### config.mk
export PLATFORM = sky130hd
export DESIGN_NAME = hazard_sched
export DESIGN_NICKNAME = d
export VERILOG_FILES = /design/src/rtl/hazard_sched_pkg.sv /design/src/rtl/hazard_sched_md_timer.sv /design/src/rtl/hazard_sched.sv
export SDC_FILE = /design/constraint.sdc
export NUM_CORES = 1
export LEC_CHECK = 0
export ABC_AREA = 0
export CAP_MARGIN = 20
export CELL_PAD_IN_SITES_DETAIL_PLACEMENT = 0
export CELL_PAD_IN_SITES_GLOBAL_PLACEMENT = 1
export CORE_ASPECT_RATIO = 0.7
export CORE_MARGIN = 2
export CORE_UTILIZATION = 36
export DETAILED_ROUTE_END_ITERATION = 10
export PLACE_DENSITY = 0.77
export SETUP_SLACK_MARGIN = 0.02
export SLEW_MARGIN = 20
export SYNTH_ARGS = -nofsm -noshare
export SYNTH_HDL_FRONTEND = slang
export SYNTH_SLANG_ARGS = --single-unit
### constraint.sdc
create_clock -name clk -period 4.2 [get_ports clk]
set_clock_uncertainty 0.2 [all_clocks]
set_input_delay 0.84 -clock clk [delete_from_list [all_inputs] [get_ports clk]]
set_output_delay 0.84 -clock clk [all_outputs]
set_load 0.01 [all_outputs]
### src/rtl/hazard_sched_pkg.sv
// Shared types and constants for the pipeline hazard scheduler.
package hazard_sched_pkg;

    typedef enum logic {
        RUN     = 1'b0,
        MD_BUSY = 1'b1
    } hs_state_e;

    localparam logic [4:0] REG_X0 = 5'd0;

    // Width of the MUL/DIV occupancy down-counter. The largest value it holds is
    // MD_LATENCY-2, and it is never narrower than one bit.
    function automatic int unsigned md_cnt_width(input int unsigned latency);
        return (latency > 2) ? $clog2(latency) : 1;
    endfunction

endpackage

### src/rtl/hazard_sched_md_timer.sv
// Down-counter that tracks the remaining EX occupancy of a MUL/DIV op.
// It loads, decrements toward zero, or holds while the pipeline is frozen.
module hazard_sched_md_timer
    import hazard_sched_pkg::*;
#(
    parameter int unsigned W = md_cnt_width(32)
) (
    input  logic         clk,
    input  logic         rst,
    input  logic         load_i,
    input  logic [W-1:0] load_val_i,
    input  logic         dec_i,
    input  logic         freeze_i,
    output logic         zero_o
);

    logic [W-1:0] cnt_q, cnt_d;

    // Next count: freeze wins, then load, then decrement (stops at zero).
    always_comb begin
        cnt_d = cnt_q;
        if (!freeze_i) begin
            if (load_i) begin
                cnt_d = load_val_i;
            end else if (dec_i && (cnt_q != '0)) begin
                cnt_d = cnt_q - W'(1);
            end
        end
    end

    // Counter register, cleared by reset.
    always_ff @(posedge clk or posedge rst) begin
        if (rst) begin
            cnt_q <= '0;
        end else begin
            cnt_q <= cnt_d;
        end
    end

    assign zero_o = (cnt_q == '0);

endmodule

### src/rtl/hazard_sched.sv
// Hazard scheduler for the 5-stage RV32IF pipeline: produces hold / bubble /
// flush controls for IF/ID, D/E, E/M and M/W from load-use, mispredict,
// multi-cycle MUL/DIV and DMEM-wait conditions, and counts stalls and flushes.
module hazard_sched
    import hazard_sched_pkg::*;
#(
    parameter int unsigned MD_LATENCY = 32,
    parameter int unsigned PERF_W     = 32
) (
    input  logic              clk,
    input  logic              rst,
    input  logic [4:0]        D_rs1,
    input  logic [4:0]        D_rs2,
    input  logic              D_use_rs1,
    input  logic              D_use_rs2,
    input  logic [4:0]        D_rs1_f,
    input  logic [4:0]        D_rs2_f,
    input  logic              D_use_rs1_f,
    input  logic              D_use_rs2_f,
    input  logic [4:0]        E_rd,
    input  logic [4:0]        E_rd_f,
    input  logic              E_load,
    input  logic              E_load_f,
    input  logic              E_mispredict,
    input  logic              E_md_start,
    input  logic              M_dmem_req,
    input  logic              M_dmem_ready,
    output logic              pc_hold,
    output logic              fd_hold,
    output logic              fd_flush,
    output logic              de_hold,
    output logic              de_bubble,
    output logic              em_hold,
    output logic              em_bubble,
    output logic              mw_bubble,
    output logic              md_busy,
    output logic [PERF_W-1:0] stall_cnt,
    output logic [PERF_W-1:0] flush_cnt
);

    localparam int unsigned CW        = md_cnt_width(MD_LATENCY);
    localparam bit          MD_STALLS = (MD_LATENCY > 1);
    // First EX cycle is spent in RUN, the last one at count zero.
    localparam int unsigned MD_LOAD_I = MD_STALLS ? (MD_LATENCY - 2) : 0;
    localparam logic [CW-1:0] MD_LOAD = MD_LOAD_I[CW-1:0];

    hs_state_e state_q, state_d;

    logic freeze;
    logic load_use;
    logic md_load, md_dec, md_zero;
    logic flush_evt;

    logic [PERF_W-1:0] stall_q, stall_d;
    logic [PERF_W-1:0] flush_q, flush_d;

    function automatic logic [PERF_W-1:0] sat_inc(input logic [PERF_W-1:0] v, input logic en);
        return (en && (v != '1)) ? v + PERF_W'(1) : v;
    endfunction

    hazard_sched_md_timer #(
        .W (CW)
    ) u_md_timer (
        .clk        (clk),
        .rst        (rst),
        .load_i     (md_load),
        .load_val_i (MD_LOAD),
        .dec_i      (md_dec),
        .freeze_i   (freeze),
        .zero_o     (md_zero)
    );

    // A DMEM access that has not completed stalls everything behind MEM.
    assign freeze = M_dmem_req & ~M_dmem_ready;

    // Load-use hazard: x0 never creates a dependency, f0 is a real register.
    always_comb begin
        load_use = 1'b0;
        if (E_load && (E_rd != REG_X0) &&
            ((D_use_rs1 && (D_rs1 == E_rd)) || (D_use_rs2 && (D_rs2 == E_rd)))) begin
            load_use = 1'b1;
        end
        if (E_load_f &&
            ((D_use_rs1_f && (D_rs1_f == E_rd_f)) || (D_use_rs2_f && (D_rs2_f == E_rd_f)))) begin
            load_use = 1'b1;
        end
    end

    // FSM next state and priority-ordered pipeline controls.
    always_comb begin
        state_d   = state_q;
        md_load   = 1'b0;
        md_dec    = 1'b0;
        flush_evt = 1'b0;
        pc_hold   = 1'b0;
        fd_hold   = 1'b0;
        fd_flush  = 1'b0;
        de_hold   = 1'b0;
        de_bubble = 1'b0;
        em_hold   = 1'b0;
        em_bubble = 1'b0;
        mw_bubble = 1'b0;
        if (rst) begin
            state_d = RUN;
        end else if (freeze) begin
            pc_hold   = 1'b1;
            fd_hold   = 1'b1;
            de_hold   = 1'b1;
            em_hold   = 1'b1;
            mw_bubble = 1'b1;
        end else if (state_q == MD_BUSY) begin
            pc_hold = 1'b1;
            fd_hold = 1'b1;
            de_hold = 1'b1;
            if (!md_zero) begin
                em_bubble = 1'b1;
                md_dec    = 1'b1;
            end else begin
                // Final EX cycle: the MUL/DIV result moves on to MEM.
                state_d = RUN;
            end
        end else if (E_mispredict) begin
            fd_flush  = 1'b1;
            de_bubble = 1'b1;
            flush_evt = 1'b1;
        end else if (E_md_start && MD_STALLS) begin
            pc_hold   = 1'b1;
            fd_hold   = 1'b1;
            de_hold   = 1'b1;
            em_bubble = 1'b1;
            md_load   = 1'b1;
            state_d   = MD_BUSY;
        end else if (load_use) begin
            pc_hold   = 1'b1;
            fd_hold   = 1'b1;
            de_bubble = 1'b1;
        end
    end

    // FSM state register.
    always_ff @(posedge clk or posedge rst) begin
        if (rst) begin
            state_q <= RUN;
        end else begin
            state_q <= state_d;
        end
    end

    assign stall_d = sat_inc(stall_q, pc_hold);
    assign flush_d = sat_inc(flush_q, flush_evt);

    // Saturating stall and flush performance counters.
    always_ff @(posedge clk or posedge rst) begin
        if (rst) begin
            stall_q <= '0;
            flush_q <= '0;
        end else begin
            stall_q <= stall_d;
            flush_q <= flush_d;
        end
    end

    assign md_busy   = (state_q == MD_BUSY);
    assign stall_cnt = stall_q;
    assign flush_cnt = flush_q;

endmodule

=== After elaboration in Yosys (flattened, before gate mapping) ===
Cells that the tools add are included.

* Memory bits (read-only): 0
* Register bits: 70
* Latch bits: 0
* Memory bits (writable): 0
* Memories kept: 0

* Reduce and logical (&&, ||, !) cells: 17
* Add/sub/neg operators: 3
* Shift operators: 0
* $mul: 0
* Order comparisons: 0
* Bitwise gates (word level): 3
* Muxes and demuxes: 38
* Eq/ne operators: 7
* Div/mod/pow operators: 0

{| class="wikitable"
|+ Operators with widths
! operator !! number
|-
| adder 32 x 1 -> 32 bit, second input constant || 2
|-
| != test 32 bit, second input constant || 2
|-
| 2-to-1 mux 1 bit || 36
|-
| == test 5 bit || 4
|-
| logical AND 1 bit || 10
|-
| 2-to-1 mux 5 bit || 2
|-
| nonzero test 5 bit || 2
|-
| zero test 5 bit || 1
|-
| subtractor 5 x 1 -> 5 bit, second input constant || 1
|-
| logical OR 1 bit || 2
|-
| != test 2 bit, second input constant || 1
|-
| NOT 1 bit || 2
|-
| AND reduction 2 bit || 1
|-
| nonzero test 2 bit || 1
|-
| bitwise AND 1 bit || 1
|}

=== Depth between registers and ports, before layout ===
Gate-level depths: netlist (run 1).

* Depth after elaboration: 13
* Gate-level depth with buffers: 8
* Gate-level depth less buffers: 7

=== By module ===
A second synthesis (run 1) with hierarchy kept.

* Cell total of the unflattened synthesis: 370
* Area, all modules: 3,808.7 µm²

{| class="wikitable"
|+ Modules (own cells, without submodules)
! module !! sequential area each (µm²) !! cells each !! times used !! area an instance (µm²)
|-
| hazard_sched || 1,626.6 || 337 || 1 || 3,463.3
|-
| hazard_sched_md_timer || 125.1 || 33 || 1 || 345.3
|}

=== Worst setup path before layout (run 1) ===
No wires, ideal clock.

* Path kind: input to output
* Start point: input rst
* End point: output fd_flush
* Arrival time: 2.930 ns
* Required time: 3.160 ns
* Path buffers: 0
* Cell stages on the path: 3
* Slack: 0.230 ns
* Cells stage by stage: inv_1 > nand3_1 > inv_1

* Cells in the longest elaborated chain, start to end: 1

{| class="wikitable"
|+ Ends and longest elaborated chain
! what !! RTL line !! text
|-
| from (decl) || hazard_sched.sv:11 || <nowiki>input logic rst,</nowiki>
|-
| 2-to-1 mux 1 bit || hazard_sched.sv:103 || <nowiki>if (rst) begin</nowiki>
|-
| to (decl) || hazard_sched.sv:30 || <nowiki>output logic fd_flush,</nowiki>
|}

No other way between the ends.

=== Worst setup path in the final report (run 1) ===
* Start point: input E_rd[1]
* End point: output de_bubble

* Cells in the longest elaborated chain, start to end: 12

{| class="wikitable"
|+ Ends and longest elaborated chain
! what !! RTL line !! text
|-
| from (decl) || hazard_sched.sv:20 || <nowiki>input logic [4:0] E_rd,</nowiki>
|-
| == test 5 bit || hazard_sched.sv:80 || <nowiki>((D_use_rs1 && (D_rs1 == E_rd)) || (D_use_rs2 && (D_rs2 == E_rd)))) begin</nowiki>
|-
| logical AND 1 bit || hazard_sched.sv:80 ||
|-
| logical OR 1 bit || hazard_sched.sv:80 ||
|-
| logical AND 1 bit * || hazard_sched.sv:79 || <nowiki>if (E_load && (E_rd != REG_X0) &&</nowiki>
|-
| 2-to-1 mux 1 bit * || hazard_sched.sv:79 ||
|-
| 2-to-1 mux 1 bit * || hazard_sched.sv:83 || <nowiki>if (E_load_f &&</nowiki>
|-
| 2-to-1 mux 1 bit * || hazard_sched.sv:133 || <nowiki>end else if (load_use) begin</nowiki>
|-
| 2-to-1 mux 1 bit * || hazard_sched.sv:126 || <nowiki>end else if (E_md_start && MD_STALLS) begin</nowiki>
|-
| 2-to-1 mux 1 bit * || hazard_sched.sv:122 || <nowiki>end else if (E_mispredict) begin</nowiki>
|-
| 2-to-1 mux 1 bit * || hazard_sched.sv:111 || <nowiki>end else if (state_q == MD_BUSY) begin</nowiki>
|-
| 2-to-1 mux 1 bit * || hazard_sched.sv:105 || <nowiki>end else if (freeze) begin</nowiki>
|-
| 2-to-1 mux 1 bit * || hazard_sched.sv:103 ||
|-
| to (decl) || hazard_sched.sv:32 || <nowiki>output logic de_bubble,</nowiki>
|}

Mark *: on every way between the ends. The rest lies on a longest branch, timed or not.

==> results of run 1 <==
==> state kept, by name, indices dropped and copies added, names as in the netlist <==
register	count
flush_cnt	32
md_busy	1
stall_cnt	32
u_md_timer.cnt_q	5
==> layout make-up <==
cell class              count  share of cell area [%]
flip-flops and latches     70                    32.1
clock buffers              14                    4.83
well taps                 132                    3.02
clock inverters             1                  0.0916
inverters                  12                   0.825
multi-input cells         293                    37.7
repair buffers            118                    21.4
==> routing by layer <==
layer  vias to the layer above  GRT usage (%)
met1                      1544           25.2
met3                        10           5.30
met2                        76           24.9
li1                       1575              -
met5                         -              0
met4                         0           3.89
==> where the power goes <==
| group | switching (mW) | internal, mW |
|---|---|---|
| registers | 0.108 | 0.758 |
| logic | 0.193 | 0.255 |
| clock network | 0.263 | 0.428 |
| total | 0.565 | 1.44 |
==> logic make-up (layout without fill, tap and decap cells) <==
kind of cell | count (synthesis) | after routing | share of synthesized area, %
buf+inv | 20 | 145 | 2.99
xor+xnor | 84 | 84 | 18.7
flops | 70 | 70 | 44.6
fa+ha+maj | 4 | 4 | 1.27
simple gates | 188 | 188 | 28.7
compound gates | 14 | 14 | 2.80
mux | 3 | 3 | 0.955
==> worst max-delay path by stage <==
stage / slack (ns) / end / start
3_5_place_dp: 0.16 / pc_hold / E_rd[1]
5_1_grt: 0.08 / pc_hold / E_rd[1]
4_1_cts: 0.14 / pc_hold / E_rd[1]
3_3_place_gp: 0.19 / pc_hold / E_rd[1]
2_1_floorplan: 0.23 / fd_flush / rst
6_report: 0.15 / de_bubble / E_rd[1]
==> synthesized netlist by cell type (4+ instances only) <==
| master | count | area share, % |
|---|---|---|
| sky130_fd_sc_hd__buf_6 | 4 | 1.1 |
| sky130_fd_sc_hd__nand3_1 | 32 | 4.1 |
| sky130_fd_sc_hd__ha_1 | 4 | 1.3 |
| sky130_fd_sc_hd__nand2_1 | 31 | 3.0 |
| sky130_fd_sc_hd__and4_1 | 4 | 0.89 |
| sky130_fd_sc_hd__nor2_1 | 25 | 2.4 |
| sky130_fd_sc_hd__xor2_1 | 43 | 9.6 |
| sky130_fd_sc_hd__inv_1 | 12 | 1.1 |
| sky130_fd_sc_hd__and3_1 | 15 | 2.4 |
| sky130_fd_sc_hd__nor3_1 | 8 | 1.0 |
| sky130_fd_sc_hd__xnor2_1 | 41 | 9.1 |
| sky130_fd_sc_hd__nand4_1 | 19 | 3.0 |
| sky130_fd_sc_hd__nor4_1 | 5 | 0.80 |
| sky130_fd_sc_hd__dfrtp_1 | 70 | 45 |
| sky130_fd_sc_hd__nor3_2 | 19 | 4.8 |
==> stage by stage <==
step	std cells	util [%]	total power [mW]
floorplan	383	-	1.08
CTS	640	52.2	2.03
global placement	625	49.6	1.32
global route	640	52.2	2.12
finish	640	52.2	2.01
detailed placement	625	49.6	1.33
==> summary.txt, run 1 <==
=================================================================================
Result of the run .................................................. complete, no violations
Crit-path slowest cell ............................................. sky130_fd_sc_hd__or4_1
First-pass GRT wire length .........................................     15900 µm
First-pass DRT Iterations ..........................................            4
Post-DR wirelength/cell ............................................      14.9 µm
Category of the worst setup path launch point ...................... primary input
List of cells traversed by the critical path ....................... clkdlybuf4s50_1 > or4_1 > o21ai_2 > inv_1 > a22oi_1 > nor2_1 > o21a_1 > clkdlybuf4s50_1
FF-to-FF path depth ................................................            7
H-tree depth .......................................................            3
Antenna violations before repair ...................................            0
Clock-pin transition on the worst setup and hold timing paths ......      0.05 ns
Worst Path Class, Setup ............................................       in2out
Detailed router's first-iteration violation count ..................          166
Most common library cell in the layout ignoring fill and taps ...... sky130_fd_sc_hd__clkdlybuf4s50_1
Place WS ...........................................................     0.155 ns
Final estimated routing congestion in global placement .............        0.813
Hold Path Stages ...................................................            1
Critical path's top delay family ................................... buffers and inverters
Unrepaired setup endpoints after global routing ....................           no
Horiz. Die Dim .....................................................       129 µm
TritonCTS buffer count .............................................            9
Count of maximum capacitance violations ............................            0
CTS Sinks ..........................................................           70
Buf+Inv Stages, Crit Path ..........................................            3
Die height .........................................................      91.4 µm
Final Cycle Share ..................................................        96.4%
Total standard cell area after synthesis ...........................  0.00393 mm²
Arr. time, crit path ...............................................      3.01 ns
Sequential Area ....................................................  0.00175 mm²
Largest incremental delay on the critical path .....................      0.56 ns
Pin count of the biggest net entering global routing ...............           71
Final setup violating endpoints ....................................            0
Register-to-Register Setup Slack ...................................      1.33 ns
Multi-input combinational cell area ................................  0.00206 mm²
Met1 Routed Length .................................................      4770 µm
Top sig layer ......................................................         met4
CTS resizes ........................................................            0
Final sum of negative setup slack ..................................         0 ns
Antenna viol nets, final ...........................................            0
Average instance area after synthesis ..............................     10.3 µm²
Starting density of the core .......................................        37.5%
Post-Synthesis Cells ...............................................          383
Cell Pwr Density ...................................................   367 mW/mm²
Capture point of the worst reg-to-reg path ......................... stall_cnt[1]
Hold violation total from the final report .........................            0
Area after detailed placement ......................................  0.00519 mm²
Worst hold endpoint ................................................ stall_cnt[31]
Via-per-instance ratio .............................................         5.01
Number of buffers added on ports ...................................          114
Max FO, Critical Path ..............................................            3
Maximum resistive drop on vdd ......................................       260 µV
Die ar. ............................................................   0.0118 mm²
TritonCTS clock tree ...............................................          yes
Commonest register cell after synthesis ............................ sky130_fd_sc_hd__dfrtp_1
Time the worst path needs with I/O delays and setup ................      4.05 ns
Drt total wl .......................................................      9520 µm
Part of the Yosys area used for sequential elements ................        44.6%
Antenna Diode Count ................................................            0
Detailed-placement wirelength estimate .............................      7120 µm
Max Buffers Root-to-Sink ...........................................            2
Worst hold slack ...................................................     0.285 ns
Worst-case headroom to the max-slew limit ..........................        42.4%
Library cells used by synthesis ....................................           49
Vias in the first global route .....................................         3117
DRC violation count after routing ..................................            0
Minimum setup slack in the final design ............................     0.149 ns
Number of synthesized flops with an enable pin .....................            0
Number of fillers in the final layout ..............................          947
Post-CTS Hold Buffers ..............................................            0
Max-slew violation count ...........................................            0
Mapped Nets ........................................................          429
Count of warnings emitted by yosys .................................            0
Master cell of the clock root buffer ............................... sky130_fd_sc_hd__clkbuf_16
LEAKAGE ............................................................      2.33 nW
Relative area change from synthesis to final layout ................        39.0%
Post-layout instance area ..........................................  0.00546 mm²
Required time at the endpoint of the critical path .................      3.16 ns
Worst R2R Start .................................................... stall_cnt[6]
Instance count on the critical path ................................            8
Amount of wire on met3 after detailed routing ......................       510 µm
Source-to-sink clock delay at the later pin of the worst-skew pair .      0.33 ns
Worst hold-check path type .........................................      reg2reg
Critical hold path startpoint ...................................... stall_cnt[31]
Tightest Pin Transition ............................................     0.864 ns
Core Rows ..........................................................           31
Critical Path Most Common Cell ..................................... sky130_fd_sc_hd__clkdlybuf4s50_1
Area of the core region ............................................   0.0105 mm²
Async set-reset flop share out of synthesis ........................         100%
Synth Register Bits ................................................           70
# Post-CTS Setup Buffers ...........................................            0
Crit path capture type .............................................   output pin
Maximum achievable frequency .......................................      247 MHz
DR vias ............................................................         3205
Grt ovf ............................................................            0
Commonest cells after routing, fill and taps aside ................. sky130_fd_sc_hd__clkdlybuf4s50_1 (114), sky130_fd_sc_hd__dfrtp_1 (70), sky130_fd_sc_hd__xor2_1 (43)
Overall routing resource usage .....................................        17.3%
Ratio of cells with drive above 1 in the final layout ..............        10.2%
Length of routed met2 wiring .......................................      4160 µm
Post-layout net count ..............................................          550
# IOs ..............................................................          115
=================================================================================
(Power assumes the default switching activity.)
==> run 2: changes to the inputs <==
--- a/config.mk
+++ b/config.mk
@@ -15,6 +15,7 @@
 export DETAILED_ROUTE_END_ITERATION = 10
 export PLACE_DENSITY = 0.77
 export SETUP_SLACK_MARGIN = 0.02
+export SKIP_CTS_REPAIR_TIMING = 1
 export SLEW_MARGIN = 20
 export SYNTH_ARGS = -nofsm -noshare
 export SYNTH_HDL_FRONTEND = slang
==> results of run 2 <==
No change in the layout: final DEF, timing and power equal those of run 1.
==> run 3: changes to the inputs <==
--- a/config.mk
+++ b/config.mk
@@ -13,10 +13,11 @@
 export CORE_MARGIN = 2
 export CORE_UTILIZATION = 36
 export DETAILED_ROUTE_END_ITERATION = 10
-export PLACE_DENSITY = 0.77
+export PLACE_DENSITY = 0.78
 export SETUP_SLACK_MARGIN = 0.02
 export SKIP_CTS_REPAIR_TIMING = 1
 export SLEW_MARGIN = 20
 export SYNTH_ARGS = -nofsm -noshare
 export SYNTH_HDL_FRONTEND = slang
+export SYNTH_HIERARCHICAL = 1
 export SYNTH_SLANG_ARGS = --single-unit
==> run 3 against run 2 <==
Effect of this change: power increased by 12%; non-clock buffer count stayed put; clock power is 36% higher; count of clock-buffer cells in the layout is 5 lower; first-iteration DRC count unchanged; global-route usage up 0.81 points.
==> summary.txt, run 3 <==
=================================================================================
Most common library cell in the layout ignoring fill and taps ...... sky130_fd_sc_hd__clkdlybuf4s50_1
Starting density of the core .......................................        36.9%
GR peak layer ......................................................         met1
Count leader, synth ................................................ sky130_fd_sc_hd__dfrtp_1
Cell Pwr Density ...................................................   408 mW/mm²
Global routing met3 resource utilization ...........................        4.29%
Worst Path Class, Setup ............................................       in2out
Average instance area after synthesis ..............................     10.3 µm²
First-pass DRT Iterations ..........................................            4
Detailed-placement wirelength estimate .............................      7430 µm
TritonCTS buffer count .............................................            9
Internal power .....................................................      1.64 mW
Switching power ....................................................       601 µW
Worst hold endpoint ................................................ stall_cnt[25]
DR vias ............................................................         3114
Register-to-Register Setup Slack ...................................      1.62 ns
Time the worst path needs with I/O delays and setup ................      3.93 ns
Worst hold slack ...................................................     0.283 ns
Routing usage on met2 ..............................................        25.8%
Proportion of power drawn by combinational gates ...................        19.8%
Clock Power Share ..................................................        42.0%
Total standard cell area after synthesis ...........................  0.00381 mm²
Vias in the first global route .....................................         3071
Worst hold-check path type .........................................      reg2reg
Clock-pin transition on the worst setup and hold timing paths ......      0.06 ns
TritonCTS clock tree ...............................................          yes
Max-slew violation count ...........................................            0
Hold Path Stages ...................................................            1
Core Rows ..........................................................           31
Grt ovf ............................................................            0
LEAKAGE ............................................................      2.26 nW
Maximum resistive drop on vdd ......................................       221 µV
H-tree depth .......................................................            3
Required time at the endpoint of the critical path .................      3.16 ns
M1 GR Usage ........................................................        27.1%
Synth Register Bits ................................................           70
DRC violation count after routing ..................................            0
Antenna viol nets, final ...........................................            0
Final setup violating endpoints ....................................            0
Horiz. Die Dim .....................................................       127 µm
Maximum achievable frequency .......................................      254 MHz
Final estimated routing congestion in global placement .............        0.821
Detailed router's first-iteration violation count ..................          166
Top area cells in the synthesized netlist .......................... sky130_fd_sc_hd__dfrtp_1 (46%), sky130_fd_sc_hd__xnor2_1 (14%), sky130_fd_sc_hd__nand4_1 (3.9%)
Category of the worst setup path launch point ...................... primary input
Worst-case headroom to the max-slew limit ..........................        44.5%
Arr. time, crit path ...............................................      2.89 ns
Part of the Yosys area used for sequential elements ................        46.0%
Antenna Diode Count ................................................            0
Place WS ...........................................................     0.265 ns
Result of the run .................................................. complete, no violations
Relative area change from synthesis to final layout ................        43.9%
Post-layout net count ..............................................          539
Pin count of the biggest net entering global routing ...............           66
Capture point of the worst reg-to-reg path ......................... stall_cnt[1]
# IOs ..............................................................          115
Unrepaired setup endpoints after global routing ....................           no
Minimum setup slack in the final design ............................     0.267 ns
Worst R2R Start .................................................... stall_cnt[0]
Drt total wl .......................................................      9780 µm
Final Cycle Share ..................................................        93.6%
Via-per-instance ratio .............................................         4.94
Post-DR wirelength/cell ............................................      15.5 µm
FF-to-FF path depth ................................................            7
Area leader, netlist ............................................... sky130_fd_sc_hd__dfrtp_1
Count of warnings emitted by yosys .................................            6
Count of maximum capacitance violations ............................            0
Async set-reset flop share out of synthesis ........................         100%
Tightest Pin Transition ............................................     0.833 ns
Critical hold path startpoint ...................................... stall_cnt[25]
Worst setup path start .............................................      E_rd[1]
Max Buffers Root-to-Sink ...........................................            2
Number of fillers in the final layout ..............................          928
Die ar. ............................................................   0.0114 mm²
Final sum of negative setup slack ..................................         0 ns
Max FO, Critical Path ..............................................            3
Source-to-sink clock delay at the later pin of the worst-skew pair .      0.34 ns
CTS Sinks ..........................................................           70
Crit path capture type .............................................   output pin
Sw Ratio ...........................................................        26.9%
Antenna violations before repair ...................................            0
Post-Synthesis Cells ...............................................          370
Library cells used by synthesis ....................................           58
Number of buffers added on ports ...................................          114
Overall routing resource usage .....................................        18.1%
Overall power consumption ..........................................      2.24 mW
Number of synthesized flops with an enable pin .....................            0
Flop pwr share .....................................................        38.2%
Die height .........................................................      90.1 µm
Commonest cells after routing, fill and taps aside ................. sky130_fd_sc_hd__clkdlybuf4s50_1 (114), sky130_fd_sc_hd__dfrtp_1 (70), sky130_fd_sc_hd__xnor2_1 (61)
Area of the core region ............................................   0.0103 mm²
Hold violation total from the final report .........................            0
Ratio of cells with drive above 1 in the final layout ..............        7.62%
Master cell of the clock root buffer ............................... sky130_fd_sc_hd__clkbuf_16
Most frequent cells after synthesis ................................ sky130_fd_sc_hd__dfrtp_1 (70), sky130_fd_sc_hd__xnor2_1 (61), sky130_fd_sc_hd__nand2_1 (30)
Commonest register cell after synthesis ............................ sky130_fd_sc_hd__dfrtp_1
Area share of the largest cell type after synthesis ................        46.0%
First-pass GRT wire length .........................................     16300 µm
=================================================================================
[run 3: changes by cell type after synthesis, sizes merged, moves of 3 or more]
cell and change:
nor2 -11, and4 +3, a21oi +3, nand3 -5, nor3 -16, xor2 -26
xnor2 +20, a31oi +3, nand4 +5, nor3b -3, and2 +5, nor4 -6
[run 3: layout make-up]
class,count,area [µm²],share of cell area (%)
Multi-Input combinational cell,283,1970,36.0
Timing Repair Buffer,118,1170,21.4
Clock buffer,9,225,4.11
Sequential cell,70,1750,32.0
Clock inverter,7,146,2.67
Tap cell,132,165,3.01
Inverter,12,45.0,0.822
[run 3: worst max-delay path, stage by stage]
cell and delay (ns):
sky130_fd_sc_hd__clkdlybuf4s50_1 0.47, sky130_fd_sc_hd__or4_1 0.58, sky130_fd_sc_hd__o211ai_1 0.22, sky130_fd_sc_hd__a21oi_1 0.10, sky130_fd_sc_hd__o211a_1 0.21, sky130_fd_sc_hd__clkdlybuf4s50_1 0.48
[run 3: worst max-delay path by stage]
stage / to / slack [ns] / depth (start not counted)
2_1_floorplan: em_bubble / 0.28 / 4
3_3_place_gp: de_bubble / 0.29 / 6
3_5_place_dp: fd_hold / 0.26 / 8
4_1_cts: de_bubble / 0.25 / 6
5_1_grt: pc_hold / 0.13 / 8
6_report: de_bubble / 0.27 / 6
[run 3: routing by layer]
layer	vias to the layer above	wire, µm
li1	1554	-
met1	1504	5150
met2	48	4310
met3	8	227
met4	0	102
met5	-	0
[run 3: cell families (layout without fill, tap and decap cells)]
| logic type | count (synthesis) | in the layout | share of synthesized area [%] |
|---|---|---|---|
| AND/OR/NAND/NOR | 162 | 162 | 24.9 |
| other | 2 | 6 | 0.197 |
| XOR/XNOR | 78 | 78 | 17.9 |
| multiplexers | 6 | 6 | 1.81 |
| adder cells (fa/ha/maj) | 3 | 3 | 0.986 |
| flip-flops | 70 | 70 | 46.0 |
| AO/OA/AOI/OAI | 28 | 28 | 5.58 |
| buffers and inverters | 21 | 146 | 2.56 |
[run 3: power groups by stage]
| stage | Clock, mW | Sequential (mW) | Combinational (mW) |
|---|---|---|---|
| 2_1_floorplan | 0 | 0.863 | 0.210 |
| 5_1_grt | 0.996 | 0.871 | 0.482 |
| 3_3_place_gp | 0 | 0.858 | 0.441 |
| 3_5_place_dp | 0 | 0.863 | 0.447 |
| 4_1_cts | 0.966 | 0.854 | 0.450 |
| 6_report | 0.941 | 0.854 | 0.443 |
[run 3: stage by stage]
stage | utilization (%) | cells | instance area (µm²)
3_3_place_gp | 49.5 | 615 | 5110
6_report | 53.1 | 631 | 5480
5_1_grt | 53.1 | 631 | 5480
3_5_place_dp | 49.5 | 615 | 5110
4_1_cts | 53.1 | 631 | 5480
2_1_floorplan | - | 374 | 3820
